**src/rtl/spi_slave_ctrl_if.sv**
```systemverilog
// Handshake bundle between the SPI slave control FSM and its neighbours
// (edge detector / shift register on one side, address latch / data memory on the other).
interface spi_slave_ctrl_if;
  logic cs;
  logic s_pos;
  logic rw;
  logic miso_buff;
  logic addr_we;
  logic sr_we;
  logic dm_we;
  logic addr_inc;
  logic busy;

  modport master (
    output cs, s_pos, rw,
    input  miso_buff, addr_we, sr_we, dm_we, addr_inc, busy
  );

  modport slave (
    input  cs, s_pos, rw,
    output miso_buff, addr_we, sr_we, dm_we, addr_inc, busy
  );
endinterface

```
**src/rtl/spi_slave_ctrl.sv**
```systemverilog
// SPI slave control FSM: address capture, R/W decode, shift-register loads, MISO enable and
// data-memory write strobes, with optional burst frames and address auto-increment.
module spi_slave_ctrl #(
  parameter int unsigned ADDR_W = 7,
  parameter int unsigned DATA_W = 8,
  parameter bit          BURST  = 1'b1
) (
  input logic             clk,
  input logic             rst_n,
  spi_slave_ctrl_if.slave bus
);

  localparam int unsigned MaxW = (ADDR_W > DATA_W) ? ADDR_W : DATA_W;
  localparam int unsigned CntW = $clog2(MaxW + 1);
  localparam logic [CntW-1:0] AddrLast = CntW'(ADDR_W);
  localparam logic [CntW-1:0] DataLast = CntW'(DATA_W);

  localparam logic [3:0] StIdle   = 4'd0;
  localparam logic [3:0] StAddr   = 4'd1;
  localparam logic [3:0] StRwBit  = 4'd2;
  localparam logic [3:0] StDecode = 4'd3;
  localparam logic [3:0] StRead   = 4'd4;
  localparam logic [3:0] StRload  = 4'd5;
  localparam logic [3:0] StWrite  = 4'd6;
  localparam logic [3:0] StCommit = 4'd7;
  localparam logic [3:0] StInc    = 4'd8;
  localparam logic [3:0] StDone   = 4'd9;

  logic [3:0]      state_q, state_d;
  logic [CntW-1:0] cnt_q, cnt_d, cnt_inc;
  logic            miso_buff_q, miso_buff_d;
  logic            addr_we_q, addr_we_d;
  logic            sr_we_q, sr_we_d;
  logic            dm_we_q, dm_we_d;
  logic            addr_inc_q, addr_inc_d;
  logic            busy_q, busy_d;

  always_comb begin
    state_d    = state_q;
    cnt_inc    = cnt_q + CntW'(1);
    cnt_d      = cnt_q;
    sr_we_d    = 1'b0;
    dm_we_d    = 1'b0;
    addr_inc_d = 1'b0;

    if (bus.cs) begin
      // Deselect wins over everything, dropping any partial frame.
      state_d = StIdle;
    end else begin
      case (state_q)
        StIdle: state_d = StAddr;
        StAddr: begin
          if (bus.s_pos) begin
            if (cnt_inc == AddrLast) state_d = StRwBit;
            else                     cnt_d   = cnt_inc;
          end
        end
        StRwBit: begin
          if (bus.s_pos) state_d = StDecode;
        end
        StDecode: begin
          if (bus.rw) begin
            sr_we_d = 1'b1;
            state_d = StRead;
          end else begin
            state_d = StWrite;
          end
        end
        StRead: begin
          if (bus.s_pos) begin
            if (cnt_inc == DataLast) begin
              if (BURST) begin
                addr_inc_d = 1'b1;
                state_d    = StRload;
              end else begin
                state_d = StDone;
              end
            end else begin
              cnt_d = cnt_inc;
            end
          end
        end
        StRload: begin
          sr_we_d = 1'b1;
          state_d = StRead;
        end
        StWrite: begin
          if (bus.s_pos) begin
            if (cnt_inc == DataLast) state_d = StCommit;
            else                     cnt_d   = cnt_inc;
          end
        end
        StCommit: begin
          dm_we_d = 1'b1;
          state_d = BURST ? StInc : StDone;
        end
        StInc: begin
          addr_inc_d = 1'b1;
          state_d    = StWrite;
        end
        StDone:  state_d = StDone;
        default: state_d = StIdle;
      endcase
    end

    if (state_d != state_q) cnt_d = '0;

    miso_buff_d = (state_d == StRead) || (state_d == StRload);
    addr_we_d   = (state_d == StAddr);
    busy_d      = (state_d != StIdle);
  end

  always_ff @(posedge clk or negedge rst_n) begin
    if (!rst_n) begin
      state_q     <= StIdle;
      cnt_q       <= '0;
      miso_buff_q <= 1'b0;
      addr_we_q   <= 1'b0;
      sr_we_q     <= 1'b0;
      dm_we_q     <= 1'b0;
      addr_inc_q  <= 1'b0;
      busy_q      <= 1'b0;
    end else begin
      state_q     <= state_d;
      cnt_q       <= cnt_d;
      miso_buff_q <= miso_buff_d;
      addr_we_q   <= addr_we_d;
      sr_we_q     <= sr_we_d;
      dm_we_q     <= dm_we_d;
      addr_inc_q  <= addr_inc_d;
      busy_q      <= busy_d;
    end
  end

  assign bus.miso_buff = miso_buff_q;
  assign bus.addr_we   = addr_we_q;
  assign bus.sr_we     = sr_we_q;
  assign bus.dm_we     = dm_we_q;
  assign bus.addr_inc  = addr_inc_q;
  assign bus.busy      = busy_q;

endmodule

```
**src/flat_wrapper.sv**
```systemverilog
// flat-port wrapper written by rule: the top's interface ports become plain ports
module spi_slave_ctrl_flat 
#(
  parameter int unsigned ADDR_W = 7,
  parameter int unsigned DATA_W = 8,
  parameter bit          BURST  = 1'b1
)
  (clk, rst_n, bus_cs, bus_s_pos, bus_rw, bus_miso_buff, bus_addr_we, bus_sr_we, bus_dm_we, bus_addr_inc, bus_busy);
  spi_slave_ctrl_if bus_i ();
  input logic clk;
  input logic rst_n;
  input wire logic [$bits(bus_i.cs)-1:0] bus_cs;
  input wire logic [$bits(bus_i.s_pos)-1:0] bus_s_pos;
  input wire logic [$bits(bus_i.rw)-1:0] bus_rw;
  output wire logic [$bits(bus_i.miso_buff)-1:0] bus_miso_buff;
  output wire logic [$bits(bus_i.addr_we)-1:0] bus_addr_we;
  output wire logic [$bits(bus_i.sr_we)-1:0] bus_sr_we;
  output wire logic [$bits(bus_i.dm_we)-1:0] bus_dm_we;
  output wire logic [$bits(bus_i.addr_inc)-1:0] bus_addr_inc;
  output wire logic [$bits(bus_i.busy)-1:0] bus_busy;
  assign bus_i.cs = bus_cs;
  assign bus_i.s_pos = bus_s_pos;
  assign bus_i.rw = bus_rw;
  assign bus_miso_buff = bus_i.miso_buff;
  assign bus_addr_we = bus_i.addr_we;
  assign bus_sr_we = bus_i.sr_we;
  assign bus_dm_we = bus_i.dm_we;
  assign bus_addr_inc = bus_i.addr_inc;
  assign bus_busy = bus_i.busy;
  spi_slave_ctrl #(.ADDR_W(ADDR_W), .DATA_W(DATA_W), .BURST(BURST)) u_core (.clk(clk), .rst_n(rst_n), .bus(bus_i));
endmodule
```
**config.mk**
```make
export PLATFORM = sky130hd
export DESIGN_NAME = spi_slave_ctrl_flat
export DESIGN_NICKNAME = d
export VERILOG_FILES = /design/src/rtl/spi_slave_ctrl_if.sv /design/src/rtl/spi_slave_ctrl.sv /design/src/flat_wrapper.sv
export SDC_FILE = /design/constraint.sdc
export NUM_CORES = 1
export LEC_CHECK = 0
export ABC_AREA = 1
export CAP_MARGIN = 5
export CELL_PAD_IN_SITES_DETAIL_PLACEMENT = 1
export CELL_PAD_IN_SITES_GLOBAL_PLACEMENT = 2
export CORE_UTILIZATION = 33
export DETAILED_ROUTE_END_ITERATION = 8
export GPL_TIMING_DRIVEN = 0
export PLACE_DENSITY = 0.85
export SLEW_MARGIN = 10
export SYNTH_ARGS = -nofsm -noshare
export SYNTH_HDL_FRONTEND = slang
export SYNTH_SLANG_ARGS = --single-unit
```
**constraint.sdc**
```tcl
create_clock -name clk -period 3.05 [get_ports clk]
set_clock_uncertainty 0.05 [all_clocks]
set_input_delay 0.61 -clock clk [delete_from_list [all_inputs] [get_ports clk]]
set_output_delay 0.61 -clock clk [all_outputs]
set_load 0.02 [all_outputs]
```
==> results.toml <==
[clocking]
post_cts_resize_count = 0
cts_buffer_depth = 2
clock_latency_ns = 0.27
clk_pin_slew_ns = 0.08
hold_buffers = 0
cts_sinks = 14
cts_inserted_buffers = 3
number_of_levels_the_h_tree_was_split_into = 1
tritoncts = "yes"
clockRootBuffer = "clkbuf_4"
post-cts-setup-buffers = 0

[cells_and_area]
final_layout_size_suffix_gt1_frac = 0.219
finalInstanceArea_um2 = 1090
finish.net_count = 145
insertedDiodeCount = 0
syn2layout_area_growth_pct = 19.0

[setup_path]
timing.critical_path.arrival_ns = 2.15
timing_worst_setup_path_type = "flip-flop to flip-flop"
rrSetupSlack_ns = 1.05
crit_path_required_time_ns = 3.21
r2r_start = "u_core.cnt_q[0]"
crit_path_max_fanout = 6
startpoint_type = "flip-flop"
r2r_end = "u_core.cnt_q[2]"
critPathCaptureType = "flip-flop"
r2r_cells = 12

[placement]
finalWeightedCongestion = 0.790
dpl-instance-area_um2 = 1050
portBuffers = 10
post-dp-hpwl_um = 1850

[logic_synthesis]
synth_compound_area_frac = 0.0740
synthesis.nets = 130
synthAdderAreaFrac = 0.0274
synth-xor-area-share = 0.00959
ys.warnings.count = 0
seq_area_frac_synth = 0.384
synthMuxAreaShare = 0
mappedNetlistArea_um2 = 913
postSynthCellCount = 123
post_synthesis_simple_gate_area_fraction = 0.411
yosys.cell_types.count = 23
synth.ff_latch_count = 14
main_combinational_cell_family_by_area_after_synthesis = "simple AND/OR/NAND/NOR gates"
syn-mean-instance-area_um2 = 7.43

[global_route]
first_pass_grt_wire_length_um = 3810
grt_antenna_before_repair = 0
first_global_vias = 859
globalRouteTotalUtil = 0.182
pin_count_of_the_biggest_net_entering_global_routing = 15
residual_overflow_from_global_routing = 0

[die]
core_area_um2 = 2540
row_count = 18
die_height_um = 54.6
top_level_ports = 11
floorplan.die.width_um = 54.6
start_util = 0.359
floorplan.die_area_um2 = 2980

[run_status]
status = "completed"

[run]
cap_viol_max_count = 0

[pwr]
power_leakage_nw = 0.533
ir_drop_uv = 258
power_density_nw_per_um2 = 339

[worst_hold_path]
worst_hold_path_type = "flip-flop to flip-flop"
timing.hold.worst_path_depth = 2
hold_end = "u_core.bus.sr_we"
holdCritStartpoint = "u_core.state_q[0]"

[sta]
finalSetupViolations = 0
setup_tns_ns = 0
finalMaxSlewViolations = 0
final.period_utilization = 0.655
fin_crit_ns = 2.00
max_slew_margin = 0.569
grt_setup_unrepaired = "false"
timing_hold_violations_final = 0
worstMarginPinSlew_ns = 0.644
achievable-frequency_mhz = 501

[drt]
drt_first_pass_iters = 4
drcViolationCount = 0
drt-wirelength-per-cell_um = 13.7
vias = 854
vias_per_cell = 5.11
drtIter0Drc = 9
postRouteWirelength_um = 2290
ant_nets = 0
placed cells by master, fill, tap and decap left out, drive strengths merged:
master	instances
nand2	36
inv	20
nor2	18
dfrtp	14
clkdlybuf4s50	10
nand3	10
nand4	7
o21ai	6
a21oi	4
clkbuf	4
ha	2
buf	1
o211ai	1
and2	1
nor4	1
o22ai	1
xor2	1
logic make-up after synthesis:
group                      after synthesis
and+or+nand+nor                         73
buffers and inverters                   21
DFF                                     14
AOI/OAI and AO/OA                       12
adders and majority gates                2
xor gates and xnor gates                 1
through the flow:
step	worst slack [ns]	total power [W]	utilization	hold WS (ns)	cells
3_3_place_gp	0.783	0.000242	0.413	0.596	163
5_1_grt	0.812	0.000392	0.427	0.648	167
4_1_cts	1.00	0.000378	0.427	0.622	167
2_1_floorplan	1.43	0.000221	-	0.264	123
6_report	1.05	0.000369	0.427	0.616	167
3_5_place_dp	0.756	0.000243	0.413	0.602	163
worst max-delay path: stages (launching register included):
cell	delay [ns]
dfrtp_1	0.46
ha_1	0.24
nand2_1	0.13
nand2_2	0.08
nor2_2	0.17
nand3_1	0.10
nand2_1	0.07
nand2_1	0.08
o21ai_2	0.19
nand2_1	0.08
nand2_1	0.11
nand2_2	0.09
nor2_1	0.10
cell usage after synthesis:
master	count	area (um^2)
nor2_4	1	11.3
nor2_2	8	50.1
dfrtp_1	14	350
nand3_1	8	40.0
nor2_1	9	33.8
nor4_1	1	6.26
o22ai_1	1	6.26
xor2_1	1	8.76
nand2_2	5	31.3
nand2_1	30	113
nand3_2	2	20.0
o211ai_1	1	7.51
inv_1	15	56.3
ha_1	2	25.0
buf_6	1	11.3
nand2_4	1	11.3
nand4_2	1	12.5
a21oi_1	4	20.0
nand4_1	6	37.5
o21ai_2	1	8.76
o21ai_0	5	25.0
and2_4	1	8.76
inv_2	5	18.8
final cells by class:
cell class / instances / area (um^2)
fill: 324 / 1460
timing repair buffer: 10 / 100
multi-input combinational: 88 / 477
inverter: 20 / 75.1
sequential: 14 / 350
tap: 30 / 37.5
buffer: 1 / 11.3
clock buffer: 4 / 36.3
state kept, by name, indices dropped and copies added (netlist names):
name and cells:
u_core.bus.miso_buff 1, u_core.bus.addr_inc 1, u_core.bus.addr_we 1, u_core.bus.sr_we 1, u_core.bus.dm_we 1, u_core.cnt_q 4
u_core.state_q 4, u_core.bus.busy 1
layer usage:
metal	track usage	wire length (um)	vias to the layer above
li1	-	-	419
met1	0.216	991	416
met2	0.329	1210	17
met3	0.0417	76	2
met4	0.0385	10	0
met5	0	0	-
power by group:
group | internal, W | switching, W
sequential | 0.000189 | 0.00000441
combinational | 0.0000166 | 0.0000283
clock | 0.0000725 | 0.0000576
worst max-delay path by stage:
stage / cells after the start / slack, ns / to / startpoint
3_5_place_dp: 10 / 0.76 / u_core.cnt_q[2] / bus_s_pos
3_3_place_gp: 10 / 0.78 / u_core.cnt_q[1] / bus_s_pos
5_1_grt: 12 / 0.81 / u_core.cnt_q[2] / u_core.cnt_q[0]
4_1_cts: 12 / 1.00 / u_core.cnt_q[2] / u_core.cnt_q[0]
2_1_floorplan: 12 / 1.43 / u_core.cnt_q[0] / u_core.cnt_q[0]
6_report: 12 / 1.05 / u_core.cnt_q[2] / u_core.cnt_q[0]
No activity file was read; power rests on OpenSTA's default activity.
